### src/rtl/wb_stage_if.sv
// rtl/wb_stage_if.sv - memory-to-writeback bundle and write-port outputs of the writeback stage
// The master drives the M-stage results and pipeline controls; the writeback stage is the slave.
interface wb_stage_if #(
  parameter int CNT_W = 32
);
  logic             W_stall;
  logic             W_bubble;
  logic             m_valid;
  logic [1:0]       m_stat;
  logic [4:0]       m_dstE;
  logic [4:0]       m_dstM;
  logic [31:0]      m_valE;
  logic [31:0]      m_valM;
  logic [4:0]       W_dstE;
  logic [4:0]       W_dstM;
  logic [31:0]      W_valE;
  logic [31:0]      W_valM;
  logic [1:0]       W_stat;
  logic             halted;
  logic [CNT_W-1:0] retire_count;

  modport master (
    output W_stall, W_bubble, m_valid, m_stat, m_dstE, m_dstM, m_valE, m_valM,
    input  W_dstE, W_dstM, W_valE, W_valM, W_stat, halted, retire_count
  );

  modport slave (
    input  W_stall, W_bubble, m_valid, m_stat, m_dstE, m_dstM, m_valE, m_valM,
    output W_dstE, W_dstM, W_valE, W_valM, W_stat, halted, retire_count
  );
endinterface

### src/rtl/wb_stage.sv
// rtl/wb_stage.sv - writeback pipeline register and register-file write-port driver
// Every W output is a register; the first faulting instruction freezes the write path until reset.
module wb_stage #(
  parameter int CNT_W = 32
) (
  input  logic      clk,
  input  logic      reset,
  wb_stage_if.slave wb
);

  localparam logic [1:0] STAT_AOK = 2'd0;

  typedef enum logic {
    ST_RUN,
    ST_HALTED
  } state_e;

  state_e           state_q, state_d;
  logic [4:0]       dste_q, dste_d;
  logic [4:0]       dstm_q, dstm_d;
  logic [31:0]      vale_q, vale_d;
  logic [31:0]      valm_q, valm_d;
  logic [1:0]       stat_q, stat_d;
  logic             halted_q, halted_d;
  logic [CNT_W-1:0] cnt_q, cnt_d;

  logic load_fault;

  assign load_fault = !wb.W_bubble && !wb.W_stall && wb.m_valid && (wb.m_stat != STAT_AOK);

  always_ff @(posedge clk) begin
    if (reset) begin
      state_q  <= ST_RUN;
      dste_q   <= 5'd0;
      dstm_q   <= 5'd0;
      vale_q   <= 32'd0;
      valm_q   <= 32'd0;
      stat_q   <= STAT_AOK;
      halted_q <= 1'b0;
      cnt_q    <= '0;
    end else begin
      state_q  <= state_d;
      dste_q   <= dste_d;
      dstm_q   <= dstm_d;
      vale_q   <= vale_d;
      valm_q   <= valm_d;
      stat_q   <= stat_d;
      halted_q <= halted_d;
      cnt_q    <= cnt_d;
    end
  end

  always_comb begin
    state_d = state_q;
    case (state_q)
      ST_RUN:    if (load_fault) state_d = ST_HALTED;
      ST_HALTED: state_d = ST_HALTED;
      default:   state_d = ST_RUN;
    endcase
  end

  always_comb begin
    dste_d   = dste_q;
    dstm_d   = dstm_q;
    vale_d   = vale_q;
    valm_d   = valm_q;
    stat_d   = stat_q;
    halted_d = halted_q;
    cnt_d    = cnt_q;
    case (state_q)
      ST_RUN: begin
        if (wb.W_bubble || (!wb.W_stall && !wb.m_valid)) begin
          dste_d = 5'd0;
          dstm_d = 5'd0;
          vale_d = 32'd0;
          valm_d = 32'd0;
          stat_d = STAT_AOK;
        end else if (wb.W_stall) begin
          // hold: reg_file simply rewrites the same data
        end else if (wb.m_stat == STAT_AOK) begin
          // same nonzero destination on both ports: load data wins
          dste_d = ((wb.m_dstE == wb.m_dstM) && (wb.m_dstE != 5'd0)) ? 5'd0 : wb.m_dstE;
          dstm_d = wb.m_dstM;
          vale_d = wb.m_valE;
          valm_d = wb.m_valM;
          stat_d = STAT_AOK;
          if (!(&cnt_q)) cnt_d = cnt_q + {{(CNT_W-1){1'b0}}, 1'b1};
        end else begin
          dste_d   = 5'd0;
          dstm_d   = 5'd0;
          vale_d   = 32'd0;
          valm_d   = 32'd0;
          stat_d   = wb.m_stat;
          halted_d = 1'b1;
        end
      end
      ST_HALTED: begin
        dste_d   = 5'd0;
        dstm_d   = 5'd0;
        halted_d = 1'b1;
      end
      default: begin
        dste_d = 5'd0;
        dstm_d = 5'd0;
      end
    endcase
  end

  assign wb.W_dstE       = dste_q;
  assign wb.W_dstM       = dstm_q;
  assign wb.W_valE       = vale_q;
  assign wb.W_valM       = valm_q;
  assign wb.W_stat       = stat_q;
  assign wb.halted       = halted_q;
  assign wb.retire_count = cnt_q;

endmodule

### src/flat_wrapper.sv
// flat-port wrapper written by rule: the top's interface ports become plain ports
module wb_stage_flat 
#(
  parameter int CNT_W = 32
)
  (clk, reset, wb_W_stall, wb_W_bubble, wb_m_valid, wb_m_stat, wb_m_dstE, wb_m_dstM, wb_m_valE, wb_m_valM, wb_W_dstE, wb_W_dstM, wb_W_valE, wb_W_valM, wb_W_stat, wb_halted, wb_retire_count);
  wb_stage_if #(.CNT_W(CNT_W)) wb_i ();
  input  logic clk;
  input  logic reset;
  input wire logic [$bits(wb_i.W_stall)-1:0] wb_W_stall;
  input wire logic [$bits(wb_i.W_bubble)-1:0] wb_W_bubble;
  input wire logic [$bits(wb_i.m_valid)-1:0] wb_m_valid;
  input wire logic [$bits(wb_i.m_stat)-1:0] wb_m_stat;
  input wire logic [$bits(wb_i.m_dstE)-1:0] wb_m_dstE;
  input wire logic [$bits(wb_i.m_dstM)-1:0] wb_m_dstM;
  input wire logic [$bits(wb_i.m_valE)-1:0] wb_m_valE;
  input wire logic [$bits(wb_i.m_valM)-1:0] wb_m_valM;
  output wire logic [$bits(wb_i.W_dstE)-1:0] wb_W_dstE;
  output wire logic [$bits(wb_i.W_dstM)-1:0] wb_W_dstM;
  output wire logic [$bits(wb_i.W_valE)-1:0] wb_W_valE;
  output wire logic [$bits(wb_i.W_valM)-1:0] wb_W_valM;
  output wire logic [$bits(wb_i.W_stat)-1:0] wb_W_stat;
  output wire logic [$bits(wb_i.halted)-1:0] wb_halted;
  output wire logic [$bits(wb_i.retire_count)-1:0] wb_retire_count;
  assign wb_i.W_stall = wb_W_stall;
  assign wb_i.W_bubble = wb_W_bubble;
  assign wb_i.m_valid = wb_m_valid;
  assign wb_i.m_stat = wb_m_stat;
  assign wb_i.m_dstE = wb_m_dstE;
  assign wb_i.m_dstM = wb_m_dstM;
  assign wb_i.m_valE = wb_m_valE;
  assign wb_i.m_valM = wb_m_valM;
  assign wb_W_dstE = wb_i.W_dstE;
  assign wb_W_dstM = wb_i.W_dstM;
  assign wb_W_valE = wb_i.W_valE;
  assign wb_W_valM = wb_i.W_valM;
  assign wb_W_stat = wb_i.W_stat;
  assign wb_halted = wb_i.halted;
  assign wb_retire_count = wb_i.retire_count;
  wb_stage #(.CNT_W(CNT_W)) u_core (.clk(clk), .reset(reset), .wb(wb_i));
endmodule
### config.mk
export PLATFORM = sky130hd
export DESIGN_NAME = wb_stage_flat
export DESIGN_NICKNAME = d
export VERILOG_FILES = /design/src/rtl/wb_stage_if.sv /design/src/rtl/wb_stage.sv /design/src/flat_wrapper.sv
export SDC_FILE = /design/constraint.sdc
export NUM_CORES = 1
export LEC_CHECK = 0
export CORE_MARGIN = 2
export CORE_UTILIZATION = 38
export DETAILED_ROUTE_END_ITERATION = 10
export PLACE_DENSITY = 0.84
export SLEW_MARGIN = 5
export SYNTH_ARGS = -nofsm -noshare
export SYNTH_HDL_FRONTEND = slang
export SYNTH_SLANG_ARGS = --single-unit
### constraint.sdc
create_clock -name clk -period 2.1 [get_ports clk]
set_input_delay 0.63 -clock clk [delete_from_list [all_inputs] [get_ports clk]]
set_output_delay 0.63 -clock clk [all_outputs]
set_load 0.1 [all_outputs]
==> out/qor.txt <==
Design Power = 4.35 mW
HP Class = reg -> reg
final hold violations = 0
hpwl dp = 10.8 mm
top cell type's share of synthesized area = 50.8%
GRT Resource Usage Total = 23.6%
WHS = 0.489 ns
Multi-input gate area = 2000 µm²
cell chain of the critical path = dlygate4sd2_1 > nor3b_4 > and2_4 > buf_4 > o31ai_4 > or4b_2 > a21oi_1
cell family with most CP delay = simple AND/OR/NAND/NOR gates
latest clock arrival within the worst-skew pair = 0.35 ns
hold path endpoint = u_core.wb.halted
Die X-Extent = 111 µm
crit end category = register
Seq/Total Area, Yosys = 50.8%
die height = 111 µm
DRC marker count from the first detailed-route iteration = 211
Yosys top cell by area = dfxtp_1
critical path class = in -> reg
most common cell in the synthesized netlist = dfxtp_1
die area = 12300 µm²
cell area power density = 528 nW/µm²
top_reg_cell synth = dfxtp_1
Fillers = 732
pin count of the biggest net entering global routing = 59
nets = 763
hold path start = u_core.wb.halted
clock slew at reported path FFs = 0.07 ns
Worst EP arrival = 2.29 ns
final wirelength = 14.5 mm
WP data required = 2.38 ns
Area contributors post-synth = dfxtp_1 51%, a22oi_1 13%, nor2_1 7.8%, a21oi_1 2.9%, clkbuf_1 2.2%
routed vias/inst = 5.50
post-route ant nets = 0
Worst VDD drop = 0.502 mV
post-layout instance area = 8240 µm²
Remaining Overflow, GRT = 0
CTS buffer count = 9
number of global-route vias before repair = 4709
Final Skew = 0.00959 ns
core box area = 11300 µm²
Starting Density = 38.5%
Yosys Warn Count = 0
TritonCTS clock tree = yes
RR Startpoint = u_core.wb.retire_count[1]
layout cells sized above 1 = 32.7%
max_cap viols = 0
Site Rows = 39
buffers added on ports = 189
Antenna diodes = 0
R2R depth = 7
Slew HR = 57.8%
CTS sink count = 110
Final period util = 95.9%
CP peak stage delay = 0.64 ns
Hold Path Stages = 2
Tmin final = 2.01 ns
CP Launch Type = primary input
Yosys reg bits = 110
Crit-path slowest cell = or4b_2
list of most frequent post-synthesis cells = 110 x dfxtp_1, 90 x nor2_1, 74 x a22oi_1
fin. max-slew vios = 0
Area after DPL = 7840 µm²
mean routed wirelength per cell = 17.4 µm
num ports = 190
Worst-Margin Slew = 0.630 ns
Max Freq = 497 MHz
Clock Tree Root = clkbuf_16
Netlist Area Pre-Place = 4340 µm²
# DRC = 0
Lkg Pwr = 3.01 nW
Buf/Inv on CP = 2
number of flops mapped to enable cells by yosys = 0
Worst Path Max Fanout = 5
DRT Pass-1 Iters = 5
Post-Syn Area per Cell = 9.29 µm²
number of vias in the routed layout = 4561
register area = 2320 µm²
initial antenna violation count = 0
clock tree buffer depth = 2
R2R Setup Slk = 0.09 ns
asr flop ratio synth = 0%
htree depth = 3
syn nets = 549
final setup fails = 0
Syn-to-layout area delta = 89.9%
worst r2r dst = u_core.wb.retire_count[25]
Post-Syn Instances = 467
gpl congestion = 0.837
outcome = completed
global-route wire length before repair = 23.5 mm
Cell variety after synth = 45
## state kept, by name, indices dropped and copies added (netlist names)
register	cells
u_core.state_q	1
u_core.wb.W_valE	32
u_core.wb.retire_count	32
u_core.wb.W_valM	32
u_core.wb.W_stat	2
u_core.wb.W_dstM	5
u_core.wb.W_dstE	5
u_core.wb.halted	1
## final cells by class
class                           instances  area share, %
Clock buffer                           10           3.04
Sequential cell                       110           28.1
Timing Repair Buffer                  237           41.4
Multi-Input combinational cell        317           24.3
Inverter                                6          0.273
Tap cell                              143           2.17
Clock inverter                          6          0.774
## through the flow
| stage | setup TNS, ns | utilization, % | worst slack [ns] | std cells |
|---|---|---|---|---|
| finish | 0 | 73.1 | 0.0863 | 829 |
| global route | -0.000784 | 73.1 | -0.000784 | 829 |
| CTS | 0 | 72.9 | 0.0437 | 828 |
| detailed placement | -34.06 | 69.5 | -0.541 | 806 |
| global placement | -26.47 | 69.5 | -0.436 | 806 |
| floorplan | -0.0261 | - | -0.0184 | 467 |
## where the power goes
part	internal [mW]	switching (mW)
logic	0.238	0.244
registers	2.06	0.0157
clock network	1.00	0.789
total	3.30	1.05
## logic make-up after synthesis
logic type / count (synthesis) / share of synthesized area, %
AOI/OAI and AO/OA: 133 / 22.6
and+or+nand+nor: 171 / 19.7
buffers and inverters: 40 / 4.12
muxes: 3 / 0.750
adders and majority gates: 1 / 0.288
xor gates and xnor gates: 9 / 1.82
DFF: 110 / 50.8
## timing repair
action / 4_1_cts / 5_1_grt
setup buffers: 6 / 1
pin swaps: 6 / 1
hold buffers: 0 / 0
setup endpoints to repair: 37 / 4
resized for setup: 10 / 2
## worst max path at each step
stage | endpoint | slack (ns) | cells after the start | from
after CTS | u_core.wb.retire_count[29] | 0.04 | 6 | u_core.wb.retire_count[5]
final | u_core.wb.retire_count[5] | 0.09 | 7 | wb_W_bubble
after floorplan | u_core.wb.retire_count[1] | -0.02 | 8 | u_core.wb.retire_count[1]
after detailed placement | u_core.wb.retire_count[29] | -0.54 | 7 | wb_m_valid
after global routing | u_core.wb.retire_count[29] | -0.0008 | 7 | wb_m_stat[1]
after global placement | u_core.wb.retire_count[5] | -0.44 | 6 | wb_m_stat[1]
## metal layers
layer,vias up,global-route usage (%),part of all wire [%]
li1,2146,-,-
met1,2191,24.5,36
met2,178,43.1,54
met3,46,6.62,6.6
met4,0,11.9,3.9
met5,-,0,0
## layout by cell type, fill, tap and decap left out, types with 11 or more instances in the layout
master | synthesis | layout
buf_4 | 0 | 41
dfxtp_4 | 0 | 30
a21oi_1 | 25 | 25
buf_12 | 0 | 114
o31ai_1 | 11 | 11
nand3_1 | 11 | 11
a22oi_1 | 74 | 74
clkdlybuf4s50_1 | 0 | 74
dfxtp_1 | 110 | 78
nor2_1 | 90 | 90
## worst min-delay path: stages (launching register included)
cell	delay, ns
dfxtp_1	0.34
inv_1	0.06
a21oi_1	0.05
Power figures use the tool's default switching activity.
